### src/rtl/response_statistics_multi_channel.sv
// Multi-channel PSL response statistics: per-code/class counters fed by a
// two-stage pipeline, with live and snapshot banks of sixteen counters.
module response_statistics_multi_channel #(
  parameter int NUM_CH   = 4,
  parameter int CNT_W    = 32,
  parameter int SATURATE = 1
) (
  input  logic                  clock,
  input  logic                  rstn,
  input  logic                  enabled_in,
  input  logic [NUM_CH-1:0]     resp_valid,
  input  logic [8*NUM_CH-1:0]   resp_code,
  input  logic [2*NUM_CH-1:0]   resp_cmd_class,
  input  logic                  clear_req,
  input  logic                  snap_req,
  output logic [16*CNT_W-1:0]   stats_live,
  output logic [16*CNT_W-1:0]   stats_snap,
  output logic                  snap_valid
);

  localparam int NCNT = 16;
  typedef logic [CNT_W-1:0] cnt_t;

  logic                en_q, en_d;
  logic [NUM_CH-1:0]   vld_p1_q, vld_p1_d;
  logic [8*NUM_CH-1:0] code_p1_q, code_p1_d;
  logic [2*NUM_CH-1:0] cls_p1_q, cls_p1_d;
  cnt_t                cnt_q [NCNT];
  cnt_t                cnt_d [NCNT];
  cnt_t                live_q [NCNT];
  cnt_t                live_d [NCNT];
  cnt_t                snap_q [NCNT];
  cnt_t                snap_d [NCNT];
  logic                snap_valid_q, snap_valid_d;
  logic [3:0]          inc [NCNT];

  function automatic logic [3:0] code_idx(input logic [7:0] code);
    case (code)
      8'h00:   return 4'd0;
      8'h06:   return 4'd5;
      8'h0A:   return 4'd6;
      8'h01:   return 4'd7;
      8'h03:   return 4'd8;
      8'h08:   return 4'd9;
      8'h07:   return 4'd10;
      8'h05:   return 4'd11;
      8'h04:   return 4'd12;
      default: return 4'd13;
    endcase
  endfunction

  // Sum is one bit wider than the counter so the carry flags an overflow.
  function automatic cnt_t acc(input cnt_t cur, input logic [3:0] step);
    logic [CNT_W:0] sum;
    sum = {1'b0, cur} + {{(CNT_W-3){1'b0}}, step};
    if (SATURATE != 0 && sum[CNT_W]) return '1;
    return sum[CNT_W-1:0];
  endfunction

  // stage 1: register enable and gated responses
  always_comb begin
    en_d      = enabled_in;
    vld_p1_d  = resp_valid & {NUM_CH{en_q}};
    code_p1_d = resp_code;
    cls_p1_d  = resp_cmd_class;
  end

  // stage 2: per-counter increment from all valid channels
  always_comb begin
    for (int k = 0; k < NCNT; k++) inc[k] = '0;
    for (int c = 0; c < NUM_CH; c++) begin
      if (vld_p1_q[c]) begin
        inc[code_idx(code_p1_q[8*c +: 8])] += 4'd1;
        if (code_p1_q[8*c +: 8] == 8'h00)
          inc[4'd1 + {2'b00, cls_p1_q[2*c +: 2]}] += 4'd1;
        inc[15] += 4'd1;
      end
    end
    inc[14] = 4'd1;
  end

  always_comb begin
    snap_valid_d = snap_req & en_q;
    for (int k = 0; k < NCNT; k++) begin
      live_d[k] = cnt_q[k];
      snap_d[k] = (snap_req & en_q) ? cnt_q[k] : snap_q[k];
      if (clear_req)  cnt_d[k] = '0;
      else if (en_q)  cnt_d[k] = acc(cnt_q[k], inc[k]);
      else            cnt_d[k] = cnt_q[k];
    end
  end

  always_ff @(posedge clock or negedge rstn) begin
    if (!rstn) begin
      en_q         <= 1'b0;
      vld_p1_q     <= '0;
      code_p1_q    <= '0;
      cls_p1_q     <= '0;
      snap_valid_q <= 1'b0;
      for (int k = 0; k < NCNT; k++) begin
        cnt_q[k]  <= '0;
        live_q[k] <= '0;
        snap_q[k] <= '0;
      end
    end else begin
      en_q         <= en_d;
      vld_p1_q     <= vld_p1_d;
      code_p1_q    <= code_p1_d;
      cls_p1_q     <= cls_p1_d;
      snap_valid_q <= snap_valid_d;
      for (int k = 0; k < NCNT; k++) begin
        cnt_q[k]  <= cnt_d[k];
        live_q[k] <= live_d[k];
        snap_q[k] <= snap_d[k];
      end
    end
  end

  for (genvar g = 0; g < NCNT; g++) begin : g_out
    assign stats_live[CNT_W*g +: CNT_W] = live_q[g];
    assign stats_snap[CNT_W*g +: CNT_W] = snap_q[g];
  end

  assign snap_valid = snap_valid_q;

endmodule

### config.mk
export PLATFORM = sky130hd
export DESIGN_NAME = response_statistics_multi_channel
export DESIGN_NICKNAME = d
export VERILOG_FILES = /design/src/rtl/response_statistics_multi_channel.sv
export SDC_FILE = /design/constraint.sdc
export NUM_CORES = 2
export LEC_CHECK = 0
export ABC_AREA = 1
export CORE_AREA = 2 2 419 421
export CTS_CLUSTER_DIAMETER = 50
export DETAILED_ROUTE_END_ITERATION = 10
export DIE_AREA = 0 0 421 423
export GPL_TIMING_DRIVEN = 0
export HOLD_SLACK_MARGIN = 0.05
export PLACE_DENSITY_LB_ADDON = 0.2
export SKIP_CTS_REPAIR_TIMING = 1
export SKIP_LAST_GASP = 1
export SLEW_MARGIN = 20
export SYNTH_ARGS = -nofsm -noshare
export SYNTH_HDL_FRONTEND = slang
export SYNTH_SLANG_ARGS = --single-unit
### constraint.sdc
create_clock -name clock -period 14.14 [get_ports clock]
set_input_delay 2.121 -clock clock [delete_from_list [all_inputs] [get_ports clock]]
set_output_delay 2.121 -clock clock [all_outputs]
set_load 0.01 [all_outputs]
==> impl_summary.txt <==
----------------------------------------------------
[Clocking]
  Maximum clock path buffer count ... 3
  CTS root buf ... clkbuf_16
  Register clock-pin slew on the reported worst setup and hold paths ... around 0.060 ns
  Depth of the CTS H-tree ... 4
  Clock tree from TritonCTS ... done
  Clk sinks ... roughly 1,600
  Total CTS buffers ... around 180
  Skew-Pair Late Insertion Delay ... 0.87 ns

[Pwr]
  Static leakage power ... roughly 40 nW
  Peak supply drop ... about 0.00013 V
  PwrDens ... between 100 and 150 nW/um2

[Synth]
  Share of synthesized area occupied by flip-flops and latches ... a little under three fifths
  Summed instance area of the synthesized netlist ... around 71,000 um2
  Average size of a mapped cell ... between 8 and 9 um2
  Synth Flop Type ... dfrtp_1
  Share of flip-flops with an asynchronous set or reset after synthesis ... 100%
  Number of enable flip-flop cells after synthesis ... 0
  Synthesized netlist net count ... around 8,200
  Count of cell types in the netlist ... 74
  Flop and latch count out of synthesis ... 1,582
  Count of mapped cells out of synthesis ... roughly 8,000
  Warnings from Yosys ... 0

[Finish]
  Share of the core filled with cells in the final layout ... a little over half
  Commonest cells after routing, fill and taps aside ... 1,582 x dfrtp_1, 1,533 x nand2_1, 1,295 x o21ai_0, 1,072 x clkdlybuf4s50_1, 949 x inv_1
  Layout-stage area growth over the synthesis result ... 30.0%
  Most common cell after layout, fill and taps aside ... dfrtp_1
  Nets ... 9,478
  Share of post-route cells with drive strength above 1 ... between 6 and 7%

[Setup path]
  Worst path depth ... a little over 70
  Required time worst endpoint ... approximately 15 ns
  Launching element type of the critical path ... register
  Critical path type ... reg -> reg
  Critical path peak fanout ... 10
  Kind of end point of the critical path ... register
  Cells on worst reg2reg path ... 71
  Data arrival time at the worst-slack endpoint ... around 14 ns
  Buf/Inv on CP ... 8
  Delay of the slowest cell on the worst path ... around 0.63 ns
  Worst path top cell family by delay ... simple AND/OR/NAND/NOR gates
  Cell with the largest stage delay on the worst path ... nor2_1
  Most prevalent standard cell on the critical path ... nand2_1

[STA]
  Max Clk Rate ... between 70 and 80 MHz
  Remaining max-slew budget at the tightest pin ... ~22%
  Min Tclk post-route ... 13.27 ns
  Skew final ... around 0.049 ns
  Final setup vio count ... 0
  Worst slack on hold paths ... between 0.3 and 0.4 ns
  Slew Viols, Final ... 0
  Hold violation count in the final report ... 0
  Fin crit share ... between 90% and 100%
  Slew at the pin with the worst max-slew slack ... roughly 1.2 ns

[Run]
  Max-cap violations ... 0

[Place]
  Half-perimeter wire length after placement ... about 230,000 um
  Routability congestion estimate ... ~0.95
  Quantity of I/O buffers inserted on ports ... roughly 1,100

[Route]
  Vias per inst ... approximately 5.5
  Routed wire per std cell ... ~25 um
  DRC marker count from the first detailed-route iteration ... between 6,000 and 7,000
  Via Count ... approximately 64,000
  DRC errors left ... 0
  Post-detailed-routing wire length ... roughly 300,000 um
  Remaining antenna violation count after routing ... 0
  First-pass DRT Iterations ... 8

[Min path]
  Class of the tightest hold or removal check ... reg -> reg
  Hold Path Depth ... 0

[Global route]
  Number of global-route vias before repair ... 61,100
  Number of antenna violations at the first check in global routing ... 17
  Pin count of the biggest net entering global routing ... 143
  Total congestion overflow ... 0
  Total routing resource utilization after global routing ... between 30 and 40%
  Global-route wire length before repair ... 424,000 um

[Status]
  Result of the run ... complete, no violations

[Floorplan]
  Area inside the core boundary ... roughly 170,000 um2
  Chip width ... about 420 um
  Count of standard-cell rows ... approximately 150
  Total I/O pin count ... between 1,000 and 1,500
  Initial core utilization ... 40.9%
  Die height ... around 420 um
  Die footprint ... between 150,000 and 200,000 um2

----------------------------------------------------
==> worst register-to-register path: cells and delay by family (launching register included) <==
family	cells	cell delay, ns
flip-flops	1	0.35
AND/OR/NAND/NOR	40	6.68
XOR/XNOR	1	0.18
adder cells (fa/ha/maj)	5	1.63
AO/OA/AOI/OAI	17	3.15
buffers and inverters	8	1.15
==> layout make-up <==
| class | instances | area, um2 |
|---|---|---|
| tap | 2325 | 2910 |
| timing repair buffer | 1122 | 11500 |
| clock buffer | 249 | 5110 |
| fill | 15900 | 81300 |
| clock inverter | 75 | 1030 |
| buffer | 300 | 1210 |
| multi-input combinational | 5154 | 26900 |
| antenna | 9 | 22.5 |
| sequential | 1582 | 39600 |
| inverter | 978 | 3670 |
==> worst paths after layout <==
kind	end	slack, ns	startpoint
max	cnt_q[226]	0.87	code_p1_q[0]
min	stats_live[484]	0.35	cnt_q[4]
max reg2reg	cnt_q[226]	0.87	code_p1_q[0]
min reg2reg	stats_live[484]	0.35	cnt_q[4]
max in group asynchronous	stats_snap[503]	10.49	rstn
min in group asynchronous	code_p1_q[9]	1.30	rstn
==> Yosys cell counts (all sizes together) (2+ instances only) <==
cell type / number / area, um2
a21boi: 2 / 18.8
a21oi: 361 / 1840
a22oi: 17 / 128
nor4: 39 / 244
o31ai: 17 / 128
nor3b: 3 / 22.5
clkinv: 7 / 26.3
nand2: 1590 / 6140
a221oi: 7 / 61.3
o311ai: 2 / 17.5
o2111ai: 3 / 26.3
o2bb2ai: 2 / 17.5
or4: 2 / 15.0
or2: 19 / 119
o32ai: 2 / 17.5
or3: 3 / 18.8
o22ai: 219 / 1370
mux2i: 3 / 30.0
nor3: 186 / 936
nand3b: 3 / 26.3
nor2: 538 / 2140
nand3: 264 / 1490
inv: 971 / 3640
a41oi: 4 / 35.0
fa: 15 / 300
dfrtp: 1582 / 39600
o21a: 6 / 45.0
ha: 98 / 1230
buf: 18 / 105
o41ai: 3 / 26.3
o21ai: 1374 / 6910
clkbuf: 284 / 1070
o221ai: 7 / 61.3
a2bb2oi: 4 / 35.0
a211oi: 14 / 105
o211ai: 23 / 178
a31oi: 40 / 250
nand4: 61 / 382
xor2: 198 / 1760
o21bai: 5 / 41.3
xnor2: 11 / 115
a31o: 2 / 17.5
==> through the flow <==
step                instance area (um2)  instances  worst slack [ns]  setup TNS (ns)  power [mW]
detailed placement                85000      11400             -2.69         -551.02        5.44
floorplan                         70800       8016              2.59               0        5.01
CTS                               91200      11800             -2.73         -563.27        10.3
global route                      92000      11800           -0.0660          -0.615        10.5
finish                            92000      11800             0.865               0        10.2
global placement                  84400      11400            -61.16               -        5.45
==> where the power goes <==
group | leakage (nW) | total, mW | switching [mW] | internal [mW]
clock network | 3.01 | 4.83 | 1.99 | 2.84
logic | 15.4 | 0.772 | 0.554 | 0.218
registers | 21.9 | 4.62 | 0.0418 | 4.58
==> state kept, by name, indices dropped and copies added (netlist names) <==
register,cells
cls_p1_q,8
cnt_q,512
code_p1_q,32
en_q,1
snap_valid,1
stats_live,512
stats_snap,512
vld_p1_q,4
==> logic make-up after synthesis <==
kind of cell               count (synthesis)  synth area share, %
and+or+nand+nor                         2711                 16.3
AOI/OAI and AO/OA                       2118                 16.1
DFF                                     1582                 55.9
buffers and inverters                   1280                 6.84
xor gates and xnor gates                 209                 2.65
adders and majority gates                113                 2.16
muxes                                      3               0.0424
==> routing by layer <==
layer  global-route usage, %  wire [um]  share of wire [%]
met3                    5.92      20100                6.8
met5                       0         13             0.0044
met1                    42.5     122000                 42
met4                    18.0      19200                6.5
met2                    49.8     132000                 45
Power figures use the tool's default switching activity.
